--- src/rtl/seg7_to_bin.sv ---
`default_nettype none
// ============================================================================
//  Module      : seg7_to_bin
//  Description : Collects scanned active-low 7-segment digit samples into a
//                frame of decoded nibbles. A complete frame is held until it
//                is accepted. A partial frame is discarded after a timeout.
//  Revision    : 1.0 - initial release
// ============================================================================
module seg7_to_bin #(
  parameter int NDIG = 8,
  parameter int TMO  = 1023
) (
  input  logic              clk_i,
  input  logic              rst_i,
  input  logic              seg_valid_i,
  input  logic [6:0]        seg_i,
  input  logic [2:0]        dig_i,
  input  logic              frame_ready_i,
  output logic              frame_valid_o,
  output logic [4*NDIG-1:0] frame_data_o,
  output logic [NDIG-1:0]   err_mask_o,
  output logic              timeout_o,
  output logic [7:0]        drop_cnt_o
);

  localparam int         TW     = $clog2(TMO + 1);
  localparam logic [3:0] C_NDIG = 4'(NDIG);

  typedef enum logic [0:0] {
    COLLECT = 1'b0,
    HOLD    = 1'b1
  } state_t;

  state_t            r_state, w_state_nxt;
  logic [NDIG-1:0]   r_seen, w_seen_nxt, w_seen_set, w_dig_oh;
  logic [4*NDIG-1:0] r_data;
  logic [NDIG-1:0]   r_err;
  logic [TW-1:0]     r_tcnt, w_tcnt_nxt, w_tinc;
  logic              r_timeout, w_timeout_nxt;
  logic [7:0]        r_drop;
  logic [3:0]        w_nib;
  logic              w_bad;
  logic              w_in_range, w_hit, w_accept, w_full;

  assign w_in_range = ({1'b0, dig_i} < C_NDIG);
  assign w_hit      = seg_valid_i && w_in_range;
  assign w_accept   = w_hit && (r_state == COLLECT);
  assign w_dig_oh   = {{(NDIG-1){1'b0}}, 1'b1} << dig_i;
  assign w_seen_set = r_seen | (w_accept ? w_dig_oh : '0);
  assign w_full     = &w_seen_set;
  // Age of the partial frame after this edge: 1 on its first sample, 0 if none.
  assign w_tinc     = (r_seen == '0) ? (w_accept ? TW'(1) : '0) : (r_tcnt + TW'(1));

  // Segment pattern decode; unknown patterns give nibble 0 and flag an error.
  always_comb begin
    w_nib = 4'h0;
    w_bad = 1'b0;
    case (seg_i)
      7'h40: w_nib = 4'h0;
      7'h79: w_nib = 4'h1;
      7'h24: w_nib = 4'h2;
      7'h30: w_nib = 4'h3;
      7'h19: w_nib = 4'h4;
      7'h12: w_nib = 4'h5;
      7'h02: w_nib = 4'h6;
      7'h78: w_nib = 4'h7;
      7'h00: w_nib = 4'h8;
      7'h10: w_nib = 4'h9;
      7'h08: w_nib = 4'hA;
      7'h03: w_nib = 4'hB;
      7'h46: w_nib = 4'hC;
      7'h21: w_nib = 4'hD;
      7'h06: w_nib = 4'hE;
      7'h0E: w_nib = 4'hF;
      default: w_bad = 1'b1;
    endcase
  end

  // Next state, seen set, frame age and timeout pulse; completion beats timeout.
  always_comb begin
    w_state_nxt   = r_state;
    w_seen_nxt    = r_seen;
    w_tcnt_nxt    = r_tcnt;
    w_timeout_nxt = 1'b0;
    case (r_state)
      COLLECT: begin
        if (w_full) begin
          w_state_nxt = HOLD;
          w_seen_nxt  = '0;
          w_tcnt_nxt  = '0;
        end else if ((w_seen_set != '0) && (w_tinc == TW'(TMO))) begin
          w_seen_nxt    = '0;
          w_tcnt_nxt    = '0;
          w_timeout_nxt = 1'b1;
        end else begin
          w_seen_nxt = w_seen_set;
          w_tcnt_nxt = w_tinc;
        end
      end
      HOLD: begin
        if (frame_ready_i) begin
          w_state_nxt = COLLECT;
        end
      end
      default: w_state_nxt = COLLECT;
    endcase
  end

  // Control state registers.
  always_ff @(posedge clk_i) begin
    if (rst_i) begin
      r_state   <= COLLECT;
      r_seen    <= '0;
      r_tcnt    <= '0;
      r_timeout <= 1'b0;
    end else begin
      r_state   <= w_state_nxt;
      r_seen    <= w_seen_nxt;
      r_tcnt    <= w_tcnt_nxt;
      r_timeout <= w_timeout_nxt;
    end
  end

  // Slot storage; written only while collecting so the held frame stays put.
  always_ff @(posedge clk_i) begin
    if (rst_i) begin
      r_data <= '0;
      r_err  <= '0;
    end else begin
      for (int k = 0; k < NDIG; k++) begin
        if (w_accept && w_dig_oh[k]) begin
          r_data[4*k +: 4] <= w_nib;
          r_err[k]         <= w_bad;
        end
      end
    end
  end

  // Saturating count of in-range samples arriving while a frame is held.
  always_ff @(posedge clk_i) begin
    if (rst_i) begin
      r_drop <= 8'd0;
    end else if ((r_state == HOLD) && w_hit && (r_drop != 8'hFF)) begin
      r_drop <= r_drop + 8'd1;
    end
  end

  assign frame_valid_o = (r_state == HOLD);
  assign frame_data_o  = r_data;
  assign err_mask_o    = r_err;
  assign timeout_o     = r_timeout;
  assign drop_cnt_o    = r_drop;

endmodule
`default_nettype wire
--- config.mk ---
export PLATFORM = sky130hd
export DESIGN_NAME = seg7_to_bin
export DESIGN_NICKNAME = d
export VERILOG_FILES = /design/src/rtl/seg7_to_bin.sv
export SDC_FILE = /design/constraint.sdc
export NUM_CORES = 1
export LEC_CHECK = 0
export CORE_MARGIN = 2
export CORE_UTILIZATION = 55
export DETAILED_ROUTE_END_ITERATION = 12
export PLACE_DENSITY = 0.81
export SLEW_MARGIN = 40
export SYNTH_ARGS = -nofsm -noshare
export SYNTH_HDL_FRONTEND = slang
export SYNTH_SLANG_ARGS = --single-unit
export TNS_END_PERCENT = 20
--- constraint.sdc ---
create_clock -name clk_i -period 6.7 [get_ports clk_i]
set_clock_uncertainty 0.1 [all_clocks]
set_input_delay 0.67 -clock clk_i [delete_from_list [all_inputs] [get_ports clk_i]]
set_output_delay 0.67 -clock clk_i [all_outputs]
set_load 0.01 [all_outputs]
; Yosys cells after proc, flatten, opt, wreduce, memory -nomap -nowiden
; Cells that the tools add are included.
; W data, S select, Z words.
[totals]
register_bits = 68
latchBits = 0
mem_bits_rw = 0
rom_bits = 0
inputBits = 14
out_inout_bits = 50
word_cells = 74
mem_count = 0
[classes]
add_sub_neg = 2
n_mul = 0
div = 0
magnitude_cmp = 0
eq_ne = 17
n_shift = 1
muxes = 13
bitwise_logic = 2
reduce_logical = 18
[op_table]
columns = op, count
row1 = $pmux W4 S15, 1
row2 = $mux W10, 3
row3 = $eq A7 B7 Y1 const B, 4
row4 = $mux W8, 3
row5 = $eq A7 B5 Y1 const B, 3
row6 = $eq A7 B6 Y1 const B, 3
row7 = $reduce_or A16 Y1, 1
row8 = $eq A7 B2 Y1 const B, 2
row9 = $eq A7 B4 Y1 const B, 2
row10 = $logic_and A1 B1 Y1, 12
row11 = $add A10 B1 Y10 const B, 1
row12 = $eq A10 B10 Y1 const B, 1
row13 = $add A8 B1 Y8 const B, 1
row14 = $logic_not A8 Y1, 1
row15 = $ne A8 B8 Y1 const B, 1
row16 = $or A8 B8 Y8, 1
row17 = $reduce_and A8 Y1, 1
row18 = $reduce_bool A8 Y1, 1
row19 = $shl A1 B3 Y8 const A, 1
row20 = $eq A7 B3 Y1 const B, 1
row21 = $logic_not A7 Y1, 1
row22 = $mux W1, 5
row23 = $reduce_or A3 Y1, 1
row24 = $pmux W1 S2, 1
row25 = $not A1 Y1, 1

; Logic depth before layout (Yosys ltp)
; Gate-level depths: netlist of the first run.
[logic_depth]
ltp_word = 8
depth_mapped = 8
ltp_nobuf = 7

; Worst setup path after synthesis of the first run
; OpenSTA, ideal clock, no wires.
[synth_timing]
path_kind = in2reg
from = input seg_valid_i
to = register r_tcnt[7]
setup_time_ns = 0.120
t_arrival_ns = 2.500
t_required_ns = 6.480
setup_slack_ns = 3.980
cell_stages = 8
path_buffers = 2
cell_sequence = buf_4 -> nor3b_4 -> a31oi_1 -> or4_4 -> o31ai_4 -> buf_4 -> nor4_1 -> a211o_1
[synth_via]
elab_chain_cells = 7
elab_cells_between_ends = 11
classes_between = eq/ne (1) / mux (5) / bitwise (1) / reduce/logical (4)
[synth_lines]
columns = element, line_no
row1 = start: declaration, 15  ; input logic seg_valid_i,
row2 = $logic_and A1 B1 Y1 (*), 47  ; assign w_accept = w_hit && (r_state == COLLECT);
row3 = $mux W1 or $mux W8 (tied branches), "52, 49"
row4 = $mux W10 or $or A8 B8 Y8 (tied branches), "52, 49"
row5 = $eq A10 B10 Y1 or $reduce_bool A8 Y1 (tied branches), 91  ; end else if ((w_seen_set != '0) && (w_tinc == TW'(TMO))) begin
row6 = $logic_and A1 B1 Y1, 91
row7 = $mux W10, 91
row8 = $mux W10 (*), 87  ; if (w_full) begin
row9 = end signal: assignment, 119  ; r_tcnt <= w_tcnt_nxt;
row10 = end: declaration, 38  ; logic [TW-1:0] r_tcnt, w_tcnt_nxt, w_tinc;
; Mark *: on every way between the ends. The rest lies on a longest branch, timed or not.
; A chain may end at the register's enable or synchronous reset.

; Worst setup path after layout of the first run
[layout_timing]
from = input seg_valid_i
to = register r_tcnt[9]
; Same word-level chain as after synthesis.

==> flow_summary_export.csv, run 1 <==
group,metric,value,unit
floorplanning,core_area,5574,um^2
synthesis,synthArstFlopShare,0,
global_route,grt_usage,0.2551,
synthesis,synth_ff_type,"dfxtp_1",
routing,dr.first_iter.drc_count,256,
floorplanning,fp.dieW,80.60,um
clock_tree,cts-resized-gates,0,
setup_path,cp.arrival,3.49,ns
sta,hold_viol,0,
placed_design,place_hpwl,5.283,mm
sta,fmax,0.2971,GHz
sta,slew_headroom,0.4611,
setup_path,slowest_stage,"clkdlybuf4s50_1",
synthesis,seq_area_frac_synth,0.4219,
clock_tree,cts_sinks,68,
synthesis,yosysWarnings,0,
global_route,antenna_found_initial,0,
placed_design,dp.cells,495,
global_route,grt_pass1_vias,2784,
power,power_density,215.1,nW/um^2
setup_path,path_max_fanout,15,
floorplanning,die_h,80.60,um
clock_tree,cts.clk_slew.worst_paths,0.08,ns
sta,setup_violations,0,
routing,post-route-drc-count,0,
sta,period_share,0.5024,
setup_path,worstSetupEndpointType,"register",
floorplanning,start_util,0.5789,
power,comb_power_share,0.101,
synthesis,ys_ff_latch,68,
global_route,grt_max_degree,54,
sta,fin_ws,3.334,ns
routing,viasPerCell,5.967,
finish,final_cells,512,
placed_design,place_area,3847,um^2
setup_path,cp.buffers_inverters,2,
placed_design,port_buffers,63,
routing,routed_wl,7.816,mm
floorplanning,pin_count,64,
setup_path,crit_type,"input pin to register",
setup_path,slowest_delay,0.64,ns
clock_tree,postCtsHoldBufs,0,
clock_tree,postCtsSetupBuffers,0,
synthesis,syn_nets,402,
synthesis,synth_cell_types,53,
clock_tree,cts_buffer_depth,2,
power,p_int,662.0,uW
sta,fin_crit,3.366,ns
clock_tree,clk_latency,0.33,ns
min_path,hold_class,"register to register",
setup_path,worstPathCellList,"clkdlybuf4s50_1 > nor3b_4 > a31oi_1 > or4_4 > o31ai_4 > buf_6 > nor3_2 > a221o_1",
clock_tree,cts.htree.levels,3,
global_route,grt_pass1_wl,13.10,mm
routing,ant_nets,0,
power,ir_drop,0.1702,mV
synthesis,synth_edf_count,0,
routing,wire_per_inst,15.27,um
power,p_clk_frac,0.419,
setup_path,path_delay_family,"simple AND/OR/NAND/NOR gates",
power,seqPwrFrac,0.480,
finish,final_util,0.7324,
finish,design_area,4083,um^2
power,p_sw_frac,0.2462,
global_route,grt.overflow.total,0,
routing,dr.pass1.iters,5,
sta,worst_pin_slew,0.8047,ns
finish,fin_nets,451,
synthesis,synth_top_area_share,0.4219,
setup_path,critical_path_required,6.82,ns
floorplanning,num_rows,27,
synthesis,synthTopCellsByArea,"dfxtp_1 42%, nor2_1 6.4%, a211oi_1 5.8%",
synthesis,synth_area,3227,um^2
clock_tree,root_buffer,"clkbuf_8",
power,leakagePower,1.356,nW
outcome,status,"completed",
setup_path,critPathLaunchType,"input pin",
placed_design,gp_congestion,0.9133,
floorplanning,die_area,6496,um^2
finish,antennaDiodeCount,0,
sta,drv_slew,0,
placed_design,place_ws,2.834,ns
routing,vias,3055,
power,switching_power,216.3,uW
synthesis,netlist_instances,386,
clock_tree,cts_buffers,9,
synthesis,syn_area_per_cell,8.360,um^2
clock_tree,cts_tree,"built",
synthesis,synth_area_leader_cell,"dfxtp_1",
finish,drive_gt1_frac,0.06818,
sta,fin_tns_setup,0,ns
sta,rsz0062_at_grt,"false",
finish,syn2layout_area_growth,26.52,%
flow_run,maxCapViolCount,0,
-- worst register-to-register path, delay by kind of cell, from the launching register on --
kind                   cells  cell delay, ns
DFF                        1            0.49
AOI/OAI and AO/OA          3            1.03
buffers and inverters      1            0.23
and+or+nand+nor            3            0.96
-- layer usage --
metal  share of wire  track usage  vias up
met5               0            0        -
met4           0.019      0.09661        0
met3           0.071      0.05955       21
met2            0.47       0.3992      127
met1            0.44       0.3410     1406
li1                -            -     1501
-- worst paths after layout --
path / startpoint / to / slack [ns] / depth (start not counted)
worst min register to register: frame_data_o[4] / frame_data_o[4] / 0.37 / 2
worst max-delay path: seg_valid_i / r_tcnt[9] / 3.33 / 8
worst min-delay path: frame_data_o[4] / frame_data_o[4] / 0.37 / 2
worst max register to register: frame_valid_o / r_tcnt[9] / 3.78 / 7
-- synthesized netlist by cell type, types with 4 or more instances --
library cell   n
o21a_1         6
nand3b_1       8
and2_1         5
nor4_1         8
or3_1          4
or4_1          5
o21ai_0       15
nand3_1       12
a211oi_1      25
nand4_1        5
nor3_1        14
a22o_1         4
inv_1          4
nor2_1        55
nor2b_1        7
dfxtp_1       68
clkbuf_1      20
a21oi_1       17
nand2_1       30
nand4b_1       4
o41ai_1        4
a31oi_1        5
mux2i_1        7
nand2b_1       9
-- power by group through the flow --
stage / Combinational, mW / Sequential, mW / Clock [mW]
2_1_floorplan: 0.0521 / 0.431 / 0
3_5_place_dp: 0.0862 / 0.430 / 0
4_1_cts: 0.0868 / 0.421 / 0.369
5_1_grt: 0.0979 / 0.422 / 0.390
3_3_place_gp: 0.0847 / 0.430 / 0
6_report: 0.0887 / 0.421 / 0.368
-- layout make-up --
type,instances,area (um^2)
flip-flops and latches,68,1361
inverters,4,15.01
repair buffers,65,649.4
well taps,72,90.09
multi-input cells,287,1750
fillers,437,1491
clock inverters,6,88.84
clock buffers,10,127.6
-- kinds of logic after synthesis --
| kind of cell | synth area share |
|---|---|
| xor+xnor | 0.01357 |
| buf+inv | 0.04110 |
| fa+ha+maj | 0.007754 |
| simple gates | 0.2920 |
| mux | 0.02171 |
| flops | 0.4219 |
| compound gates | 0.2020 |
-- state kept, by name (all words and copies together) (netlist names) --
register,count
frame_data_o,32
drop_cnt_o,8
r_tcnt,10
frame_valid_o,1
err_mask_o,8
r_seen,8
timeout_o,1
-- per-stage QoR --
stage | hold slack, ns | total power, mW
after global routing | 0.3915 | 0.9098
after global placement | 0.3497 | 0.5145
after CTS | 0.3671 | 0.8769
after floorplan | 0.3394 | 0.4832
after detailed placement | 0.3560 | 0.5162
final | 0.3692 | 0.8783
-- cells in the final DEF, fill, tap and decap left out, drive strengths merged, types with 5 or more instances in the layout --
master	Yosys	routed
a31oi	5	5
o21ai	16	16
a211oi	25	25
nand2	30	30
nor4	8	8
and2	5	5
o21a	6	6
nor3	15	15
clkdlybuf4s50	0	63
dfxtp	68	68
nor2	55	55
a21oi	17	17
or4	6	6
nor2b	7	7
nand3b	8	8
nand2b	9	9
nand3	12	12
clkbuf	20	10
nand4	5	5
mux2i	7	7
Note: power is estimated with default switching activity, not from simulation.
==> run 2, diff against run 1 <==
--- a/config.mk
+++ b/config.mk
@@ -6,9 +6,9 @@
 export NUM_CORES = 1
 export LEC_CHECK = 0
 export CORE_MARGIN = 2
-export CORE_UTILIZATION = 55
+export CORE_UTILIZATION = 46
 export DETAILED_ROUTE_END_ITERATION = 12
-export PLACE_DENSITY = 0.81
+export PLACE_DENSITY = 0.72
 export SLEW_MARGIN = 40
 export SYNTH_ARGS = -nofsm -noshare
 export SYNTH_HDL_FRONTEND = slang
==> constraint.sdc (replaced) <==
create_clock -name clk_i -period 3 [get_ports clk_i]
set_clock_uncertainty 0.1 [all_clocks]
set_input_delay 0.3 -clock clk_i [delete_from_list [all_inputs] [get_ports clk_i]]
set_output_delay 0.3 -clock clk_i [all_outputs]
set_load 0.01 [all_outputs]
==> run 2 against run 1 <==
Wire length is 6.7% higher. First-iteration DRC count is 49% lower. Sequential power up 120%.
==> flow_summary_export.csv, run 2 (synthesized netlist as in run 1, its figures left out) <==
group,metric,value,unit
outcome,status,"completed",
setup_path,cp.arrival,2.66,ns
sta,worst_pin_slew,0.6344,ns
min_path,hold_class,"register to register",
clock_tree,cts.clk_slew.worst_paths,0.08,ns
global_route,grt_max_degree,36,
clock_tree,postCtsHoldBufs,0,
setup_path,path_delay_family,"simple AND/OR/NAND/NOR gates",
finish,drive_gt1_frac,0.09451,
setup_path,path_max_fanout,21,
routing,ant_nets,0,
power,p_clk_frac,0.415,
clock_tree,clk_latency,0.34,ns
global_route,grt_pass1_vias,2824,
power,ir_drop,0.2406,mV
floorplanning,num_rows,30,
power,p_int,1.487,mW
clock_tree,cts_buffer_depth,2,
placed_design,gp_congestion,0.8931,
power,switching_power,485.7,uW
finish,final_common_cell,"dfxtp_1",
floorplanning,core_area,6794,um^2
floorplanning,fp.dieW,87.76,um
setup_path,critPathLaunchType,"input pin",
routing,wire_per_inst,15.13,um
routing,vias,3057,
setup_path,worstPathCellList,"clkdlybuf4s50_1 > nor3b_4 > a21oi_1 > or4_4 > o31ai_4 > buf_12 > nor3_2 > a221o_1",
sta,period_share,0.8444,
floorplanning,pin_count,64,
sta,fmax,0.3947,GHz
clock_tree,cts_buffers,9,
global_route,grt_pass1_wl,13.61,mm
setup_path,worstSetupEndpointType,"register",
sta,slew_headroom,0.5762,
placed_design,place_hpwl,5.895,mm
power,leakagePower,1.437,nW
setup_path,critical_path_required,3.13,ns
setup_path,slowest_delay,0.57,ns
setup_path,cp.buffers_inverters,2,
clock_tree,cts-resized-gates,0,
global_route,met3_usage,0.05372,
clock_tree,postCtsSetupBuffers,0,
routing,post-route-drc-count,0,
clock_tree,root_buffer,"clkbuf_8",
sta,drv_slew,0,
global_route,top_usage_layer,"met2",
clock_tree,cts.htree.levels,3,
sta,setup_violations,0,
sta,fin_crit,2.533,ns
global_route,antenna_found_initial,0,
clock_tree,cts_tree,"built",
setup_path,slowest_stage,"or4_4",
global_route,grt.overflow.total,0,
sta,hold_viol,0,
placed_design,dp.cells,536,
finish,fin_nets,467,
finish,final_cells,551,
global_route,use_met2,0.3623,
placed_design,port_buffers,63,
power,power_density,466.7,nW/um^2
floorplanning,die_area,7701,um^2
setup_path,crit_type,"input pin to register",
finish,syn2layout_area_growth,30.98,%
sta,fin_tns_setup,0,ns
routing,dr.first_iter.drc_count,130,
power,seqPwrFrac,0.477,
floorplanning,start_util,0.4750,
finish,antennaDiodeCount,0,
flow_run,maxCapViolCount,0,
power,p_sw_frac,0.2463,
finish,final_cell_mix,"68 x dfxtp_1, 63 x clkdlybuf4s50_1, 55 x nor2_1",
global_route,use_met1,0.2891,
floorplanning,die_h,87.76,um
clock_tree,cts_sinks,68,
sta,rsz0062_at_grt,"false",
routing,dr.pass1.iters,4,
finish,largest_register_ffs,32,
power,comb_power_share,0.108,
global_route,grt_usage,0.2239,
routing,viasPerCell,5.548,
routing,routed_wl,8.338,mm
==> run 2: path summary, 6_finish.rpt <==
kind / from / slack, ns / depth (start not counted) / end
setup / recovery: dig_i[0] / 0.47 / 8 / r_tcnt[8]
hold / removal: frame_data_o[0] / 0.37 / 2 / frame_data_o[0]
setup reg to reg: r_tcnt[0] / 0.47 / 8 / r_tcnt[8]
hold reg to reg: frame_data_o[0] / 0.37 / 2 / frame_data_o[0]
==> run 2: power by group through the flow <==
stage | logic, mW | clock network (mW) | registers (mW)
floorplan | 0.116 | 0 | 0.963
finish | 0.214 | 0.818 | 0.941
CTS | 0.213 | 0.826 | 0.940
global placement | 0.207 | 0 | 0.961
global route | 0.234 | 0.875 | 0.943
detailed placement | 0.212 | 0 | 0.961
==> run 2: layout make-up <==
cell class | instances | area, um^2
repair buffers | 81 | 778.2
flip-flops and latches | 68 | 1361
fillers | 623 | 2567
multi-input cells | 287 | 1738
inverters | 4 | 15.01
clock buffers | 9 | 123.9
clock inverters | 6 | 90.09
well taps | 96 | 120.1
==> run 2: tightest hold or removal path: cells and delay by family (launching register included) <==
kind | cells | cell delay, ns
and+or+nand+nor | 1 | 0.05
AOI/OAI and AO/OA | 1 | 0.05
DFF | 1 | 0.32
==> run 2: per-layer routing <==
layer,routed length (um),part of all wire
met1,3883,0.47
met2,3969,0.48
met3,280,0.034
met4,205,0.025
met5,0,0
==> run 2: through the flow <==
step	util	hold slack, ns	cell area, um^2	power, mW	setup WS, ns
5_1_grt	0.6221	0.3959	4227	2.052	0.3049
4_1_cts	0.6214	0.3703	4222	1.979	0.3298
3_5_place_dp	0.5899	0.3523	4008	1.173	0.09193
2_1_floorplan	-	0.3394	3227	1.079	0.6497
3_3_place_gp	0.5899	0.3553	4008	1.168	0.1952
6_report	0.6221	0.3650	4227	1.972	0.4667
==> run 3, diff against run 2 <==
--- a/config.mk
+++ b/config.mk
@@ -6,9 +6,9 @@
 export NUM_CORES = 1
 export LEC_CHECK = 0
 export CORE_MARGIN = 2
-export CORE_UTILIZATION = 46
+export CORE_UTILIZATION = 51
 export DETAILED_ROUTE_END_ITERATION = 12
-export PLACE_DENSITY = 0.72
+export PLACE_DENSITY = 0.76
 export SLEW_MARGIN = 40
 export SYNTH_ARGS = -nofsm -noshare
 export SYNTH_HDL_FRONTEND = slang
==> constraint.sdc (replaced) <==
create_clock -name clk_i -period 2.6 [get_ports clk_i]
set_clock_uncertainty 0.1 [all_clocks]
set_input_delay 0.26 -clock clk_i [delete_from_list [all_inputs] [get_ports clk_i]]
set_output_delay 0.26 -clock clk_i [all_outputs]
set_load 0.01 [all_outputs]
==> run 3 against run 2 <==
Count of clock-buffer cells in the layout is the same. Die area decreased by 9.4%. Final cell count fell by 0.91%. Wire length rose by 1.6%. First-iteration DRC count up 26%. Hold slack worse by 0.0079 ns. Clock power rose by 3.1%. Combinational power is 24% higher. Sequential share of layout area fell by 0.40 points. Sequential power rose by 15%. Sequential cell count is the same. Final area rose by 1.2%. Largest power group unchanged. Highest routed layer unchanged.
==> flow_summary_export.csv, run 3 (synthesized netlist as in run 1, its figures left out) <==
group,metric,value,unit
finish,largest_register_ffs,32,
global_route,grt_pass1_vias,2972,
sta,drv_slew,0,
power,comb_power_share,0.121,
routing,wire_per_inst,15.52,um
sta,fin_crit,2.457,ns
floorplanning,core_area,6026,um^2
global_route,grt_max_degree,52,
global_route,grt_pass1_wl,14.18,mm
clock_tree,cts.clk_slew.worst_paths,0.07,ns
global_route,antenna_found_initial,0,
sta,fin_ws,0.1432,ns
global_route,use_met2,0.4128,
clock_tree,cts_sinks,68,
placed_design,port_buffers,63,
setup_path,cp.buffers_inverters,2,
power,leakagePower,1.492,nW
floorplanning,fp.dieW,83.55,um
setup_path,critical_path_required,2.74,ns
power,ir_drop,0.5073,mV
finish,syn2layout_area_growth,32.61,%
finish,final_cells,546,
setup_path,worstSetupEndpointType,"register",
sta,rsz0062_at_grt,"false",
power,finalPower,2.189,mW
clock_tree,clk_latency,0.35,ns
finish,final_cell_mix,"68 x dfxtp_1, 63 x clkdlybuf4s50_1, 54 x nor2_1",
routing,ant_nets,0,
setup_path,cp.arrival,2.60,ns
clock_tree,cts.htree.levels,3,
setup_path,r2r-start,"frame_valid_o",
routing,dr.pass1.iters,4,
outcome,status,"completed",
routing,dr.first_iter.drc_count,164,
placed_design,place_hpwl,5.975,mm
global_route,met3_usage,0.08111,
power,seqPwrFrac,0.494,
power,power_density,511.6,nW/um^2
power,p_clk_frac,0.385,
sta,period_share,0.9449,
finish,antennaDiodeCount,0,
clock_tree,cts_buffer_depth,2,
clock_tree,cts_tree,"built",
routing,viasPerCell,5.799,
min_path,hold_end,"frame_data_o[24]",
routing,post-route-drc-count,0,
global_route,grt_usage,0.2455,
placed_design,place_ws,-0.2109,ns
clock_tree,root_buffer,"clkbuf_8",
setup_path,path_delay_family,"simple AND/OR/NAND/NOR gates",
clock_tree,postCtsSetupBuffers,0,
setup_path,regToRegSetupSlack,0.25,ns
clock_tree,cts_buffers,9,
finish,fin_nets,482,
floorplanning,num_rows,28,
global_route,use_met1,0.3041,
sta,fmax,0.4070,GHz
routing,routed_wl,8.475,mm
flow_run,maxCapViolCount,0,
placed_design,gp_congestion,0.9147,
global_route,grt.overflow.total,0,
power,p_sw_frac,0.2564,
setup_path,slowest_stage,"or4_4",
sta,slew_headroom,0.4559,
routing,vias,3166,
floorplanning,die_h,83.55,um
floorplanning,start_util,0.5355,
sta,worst_pin_slew,0.8124,ns
sta,fin_tns_setup,0,ns
setup_path,reg2reg_depth,7,
min_path,hp-start,"frame_data_o[24]",
setup_path,worstPathCellList,"clkdlybuf4s50_1 > nor3b_4 > a31oi_1 > or4_4 > o31ai_4 > buf_6 > nor4_1 > a211o_1",
placed_design,dp.cells,530,
setup_path,critPathLaunchType,"input pin",
floorplanning,die_area,6980,um^2
finish,final_util,0.7101,
sta,setup_violations,0,
min_path,hold_class,"register to register",
power,p_int,1.628,mW
setup_path,crit_type,"input pin to register",
finish,drive_gt1_frac,0.1253,
setup_path,r2r_end,"r_tcnt[7]",
finish,final_common_cell,"dfxtp_1",
setup_path,path_max_fanout,10,
setup_path,slowest_delay,0.55,ns
min_path,hold_path_depth,2,
sta,hold_viol,0,
global_route,top_usage_layer,"met2",
power,switching_power,561.4,uW
floorplanning,pin_count,64,
## run 3: stage by stage
stage / cell area (um^2) / hold WS [ns]
floorplan: 3227 / 0.3394
global placement: 4081 / 0.3497
detailed placement: 4081 / 0.3495
CTS: 4273 / 0.3596
global route: 4279 / 0.3979
finish: 4279 / 0.3571
## run 3: final cells by class
type	instances	area, um^2
Multi-Input combinational cell	287	1735
Clock inverter	7	67.56
Tap cell	75	93.84
Sequential cell	68	1361
Inverter	4	15.01
Timing Repair Buffer	96	882.1
Clock buffer	9	123.9
Fill cell	492	1747
## run 3: how the worst max path moves through the flow
| stage | startpoint | cells after the start | endpoint |
|---|---|---|---|
| after floorplan | frame_valid_o | 8 | r_tcnt[7] |
| after global placement | seg_valid_i | 8 | r_tcnt[7] |
| after detailed placement | seg_valid_i | 8 | r_tcnt[9] |
| after CTS | r_tcnt[1] | 8 | r_tcnt[9] |
| after global routing | seg_valid_i | 8 | r_tcnt[7] |
| final | seg_valid_i | 8 | r_tcnt[7] |
## run 3: worst reg2reg max path, stage by stage, from the launching register on
cell     delay (ns)
dfxtp_1        0.33
nor3b_4        0.28
a31oi_1        0.14
or4_4          0.55
o31ai_4        0.32
buf_6          0.18
nor4_1         0.07
a211o_1        0.28
## run 3: power groups by stage
stage | logic, mW | clock network [mW] | registers, mW
after floorplan | 0.134 | 0 | 1.11
after global placement | 0.256 | 0 | 1.10
after detailed placement | 0.261 | 0 | 1.10
after CTS | 0.263 | 0.857 | 1.08
after global routing | 0.289 | 0.895 | 1.08
final | 0.265 | 0.843 | 1.08
## run 3: per-layer routing
layer	wire length (um)	vias to the layer above	part of all wire
met5	0	-	0
met4	114	0	0.013
met3	555	11	0.065
met2	4019	92	0.47
met1	3786	1498	0.45
li1	-	1565	-
## run 3: timing repair
item | CTS | global route
setup endpoints to repair | 0 | 3
resized for setup | 0 | 2
endpoints found under the hold margin | 0 | 0
hold buffers | 0 | 0
==> patch 1, RTL diff (config.mk and constraints of run 1) <==
Set the parameter `TMO` to 511 (it was 1023).
--- a/src/rtl/seg7_to_bin.sv
+++ b/src/rtl/seg7_to_bin.sv
@@ -8,7 +8,7 @@
 // ============================================================================
 module seg7_to_bin #(
   parameter int NDIG = 8,
-  parameter int TMO  = 1023
+  parameter int TMO  = 511
 ) (
   input  logic              clk_i,
   input  logic              rst_i,
Behaviour: no difference found for any inputs over 10 cycles, from zero or initial values and one cycle with rst_i high; that may be too few to reach the edited logic, so the function may still have changed.
==> patch 1 against run 1 <==
- final area fell by 2.9%
- maximum frequency increased by 6.9%
- synthesized cell count fell by 7.3%
- highest routed layer unchanged
- synthesized area shrank 3.9%
- count of clock-buffer cells in the layout is 1 higher
- wire length down 5.2%
- sequential cell count down 1
- total power is 5.1% higher
- clock power increased by 16%
- setup slack improved by 0.22 ns
==> patch 1: results (changes against run 1) <==
final_layout:
  final_nets: 421  # -6.7%
  fillers: 434  # -0.69%
  largest_reg_flops: 32  # unchanged
  drive_above_1_share: 0.0634  # -0.00477
pwr:
  leakage_nw: 1.36  # +0.47%
  vdd_ir_drop_max_mv: 0.158  # -7.3%
grt:
  grt_max_degree: 63  # +17%
  grt_pass1_wl_um: 12100  # -7.4%
  grt_pass1_vias: 2582  # -7.3%
  grt_util_all_layers: 0.247  # -0.00800
synth:
  synthMuxAreaShare: 0.0747  # +0.0529
  synthTopCellsByCount: "67 x dfxtp_1, 60 x nor2_1, 25 x nand2_1, 22 x mux2i_1"
  synth_area_per_cell_um2: 8.66  # +3.6%
  synth_compound_area_frac: 0.127  # -0.0753
  synthAdderAreaFrac: 0.00807  # +0.000316
  syn_nets: 374  # -7.0%
  yosys_warnings: 0  # unchanged
  synth_area_leaders: "dfxtp_1 43%, nor2_1 7.3%, mux2i_1 7.1%, a211oi_1 4.4%, nand2_1 3.0%"
  synth-seq-area-share: 0.433  # +0.0107
drt:
  via_per_inst: 5.80  # -2.7%
  wirelength_um: 7410  # -5.2%
  vias: 2798  # -8.4%
  drt_iter0_markers: 148  # -42%
clock_tree:
  h-tree-depth: 3  # unchanged
  clk_pin_slew_ns: 0.07
setup_path:
  cp_max_fo: 10  # -5
placement:
  place_inst: 466  # -5.9%
  gp_congestion: 0.867  # -5.1%
  post-place-ws_ns: 3.24  # +0.403 ns
  dp_hpwl_um: 5020  # -5.0%
  placed_area_um2: 3690  # -4.0%
status:
  status: "finished clean"
timing:
  worst_pin_slew_ns: 0.681  # -0.124 ns
patch 1: worst max-delay path: cells and delay by family:
kind	cells	cell delay (ns)
AO/OA/AOI/OAI	2	0.41
AND/OR/NAND/NOR	4	1.49
buffers and inverters	1	0.66
patch 1: metal layers:
metal	track usage	vias to the layer above	part of all wire
met1	0.317	1282	0.45
met5	0	-	0
met3	0.0693	17	0.074
met4	0.0914	0	0.018
met2	0.397	135	0.46
li1	-	1364	-
patch 1: final timing paths:
check                                           startpoint                          to  slack, ns  depth (start not counted)
worst min register to register  err_mask_o[7]$_SDFFE_PP0P_  err_mask_o[7]$_SDFFE_PP0P_       0.38                          2
worst max-delay path                           seg_valid_i      r_seen[0]$_SDFFE_PP0N_       3.55                          7
worst min-delay path            err_mask_o[7]$_SDFFE_PP0P_  err_mask_o[7]$_SDFFE_PP0P_       0.38                          2
worst max register to register    frame_valid_o$_SDFF_PP0_      r_seen[0]$_SDFFE_PP0N_       3.94                          6
patch 1: area by class of cell:
cell class                      count  area (µm²)  share of cell area
Multi-Input combinational cell    261        1640               0.412
Sequential cell                    67        1340               0.338
Timing Repair Buffer               63         628               0.158
Clock buffer                       11         151              0.0382
Clock inverter                      5         108              0.0271
Tap cell                           72        90.1              0.0227
Inverter                            3        11.3             0.00284
patch 1: power by group:
group / internal [mW] / total (mW) / switching [mW]
registers: 0.407 / 0.413 / 0.00659
logic: 0.0356 / 0.0827 / 0.0470
clock network: 0.270 / 0.427 / 0.157
total: 0.712 / 0.923 / 0.211
patch 1: logic make-up (layout without fill, tap and decap cells):
family,Yosys count,after routing
and+or+nand+nor,167,167
DFF,67,67
AOI/OAI and AO/OA,55,55
buffers and inverters,30,82
muxes,23,23
xor gates and xnor gates,14,14
adders and majority gates,2,2
==> patch 2, RTL diff (settings of run 1) <==
Made on the original files. Remove the register `r_timeout`: a continuous assignment takes its place, so the output `timeout_o` follows one clock earlier.
--- a/src/rtl/seg7_to_bin.sv
+++ b/src/rtl/seg7_to_bin.sv
@@ -112,14 +112,14 @@
       r_state   <= COLLECT;
       r_seen    <= '0;
       r_tcnt    <= '0;
-      r_timeout <= 1'b0;
     end else begin
       r_state   <= w_state_nxt;
       r_seen    <= w_seen_nxt;
       r_tcnt    <= w_tcnt_nxt;
-      r_timeout <= w_timeout_nxt;
     end
   end
+
+  assign r_timeout = w_timeout_nxt;
 
   // Slot storage; written only while collecting so the held frame stays put.
   always_ff @(posedge clk_i) begin
Check against the original RTL: same outputs for any inputs over 10 cycles, from zero or initial values and one cycle with rst_i high; that may be too few to reach the edited logic, so the function may still have changed.
==> patch 2 against run 1 <==
- via count is essentially flat
- synthesized cell count grew 0.52%
- setup slack got worse by 0.85 ns
- total power down 2.2%
- first-iteration DRC count decreased by 3.9%
- final area grew 0.61%
- combinational power up 0.5%
- critical endpoint is now timeout_o
- worst hold slack gained 0.014 ns
- critical path type is now in2out
- maximum frequency decreased by 20%
- sequential cell count is 1 lower
- wire length fell by 2.1%
- synthesized area is 1.3% higher
==> patch 2: results (changes against run 1) <==
status:
  status: "finished clean"
synth:
  synth_compound_area_frac: 0.160  # -0.0424
  synthAdderAreaFrac: 0.00765  # -0.000101
  synthXorXnorAreaFrac: 0.0214  # +0.00786
  synthMuxAreaShare: 0.0616  # +0.0399
  synthCells: 388  # +0.52%
  synth_area_leaders: "dfxtp_1 41%, nor2_1 6.9%, mux2i_1 5.8%, a21oi_1 3.2%, nor3_1 3.2%"
  synthTopCellsByCount: "67 x dfxtp_1, 60 x nor2_1, 22 x nand2_1, 21 x a21oi_1, 21 x nor3_1"
pwr:
  leakage_nw: 1.41  # +3.9%
  vdd_ir_drop_max_mv: 0.152  # -11%
  power_density_nw_per_um2: 209  # -2.8%
grt:
  grt_pass1_wl_um: 12700  # -2.7%
  grt_pass1_vias: 2714  # -2.5%
  grt_util_all_layers: 0.250  # -0.00539
  grt_max_degree: 70  # +30%
drt:
  drt_iter0_markers: 246  # -3.9%
  via_per_inst: 5.89  # -1.2%
  wirelength_um: 7650  # -2.1%
placement:
  gp_congestion: 0.842  # -7.8%
  dp_hpwl_um: 5210  # -1.4%
  post-place-ws_ns: 2.51  # -0.328 ns
  placed_area_um2: 3900  # +1.4%
setup_path:
  arrival_ns: 3.45  # -0.04 ns
  slowest_delay_ns: 0.73  # +0.09 ns
  cp_max_fo: 16  # +1
timing:
  maxSlewHeadroom: 0.507  # +0.0454
final_layout:
  drive_above_1_share: 0.0677  # -0.000462
  final_nets: 454  # +0.67%
die:
  num_rows: 28  # +3.7%
==> patch 2: tightest hold or removal path, cell delays in order (launching register included) <==
cell	delay (ns)
dfxtp_1	0.32
nand2b_1	0.07
mux2i_1	0.06
==> patch 2: power by group <==
group | switching [mW] | internal [mW]
sequential | 0.00683 | 0.407
combinational | 0.0516 | 0.0375
clock | 0.178 | 0.178
total | 0.237 | 0.622
==> patch 2: path summary, 6_finish.rpt <==
| path | startpoint | endpoint | slack [ns] | cells after the start |
|---|---|---|---|---|
| worst max-delay path | dig_i[1] | timeout_o | 2.48 | 7 |
| worst min-delay path | err_mask_o[0]$_SDFFE_PP0P_ | err_mask_o[0]$_SDFFE_PP0P_ | 0.38 | 2 |
| worst max register to register | r_tcnt[0]$_SDFFE_PP0N_ | r_seen[0]$_SDFFE_PP0N_ | 3.86 | 7 |
| worst min register to register | err_mask_o[0]$_SDFFE_PP0P_ | err_mask_o[0]$_SDFFE_PP0P_ | 0.38 | 2 |
==> patch 2: kinds of logic (layout without fill, tap and decap cells) <==
group | after synthesis | count (layout)
buffers and inverters | 31 | 86
AND/OR/NAND/NOR | 183 | 183
AO/OA/AOI/OAI | 77 | 77
multiplexers | 20 | 20
adder cells (fa/ha/maj) | 2 | 2
flip-flops | 67 | 67
XOR/XNOR | 8 | 8
==> patch 2: cell type report <==
class	instances	area share
tap	75	0.0228
multi-input combinational	290	0.440
timing repair buffer	64	0.155
inverter	6	0.00548
clock inverter	7	0.0201
sequential	67	0.327
clock buffer	9	0.0302
==> patch 2: routing by layer <==
metal	GRT usage	up-vias	wire, µm
met1	0.339	1410	3490
met3	0.0656	17	487
met2	0.378	104	3530
met5	0	-	0
met4	0.102	0	143
li1	-	1522	-
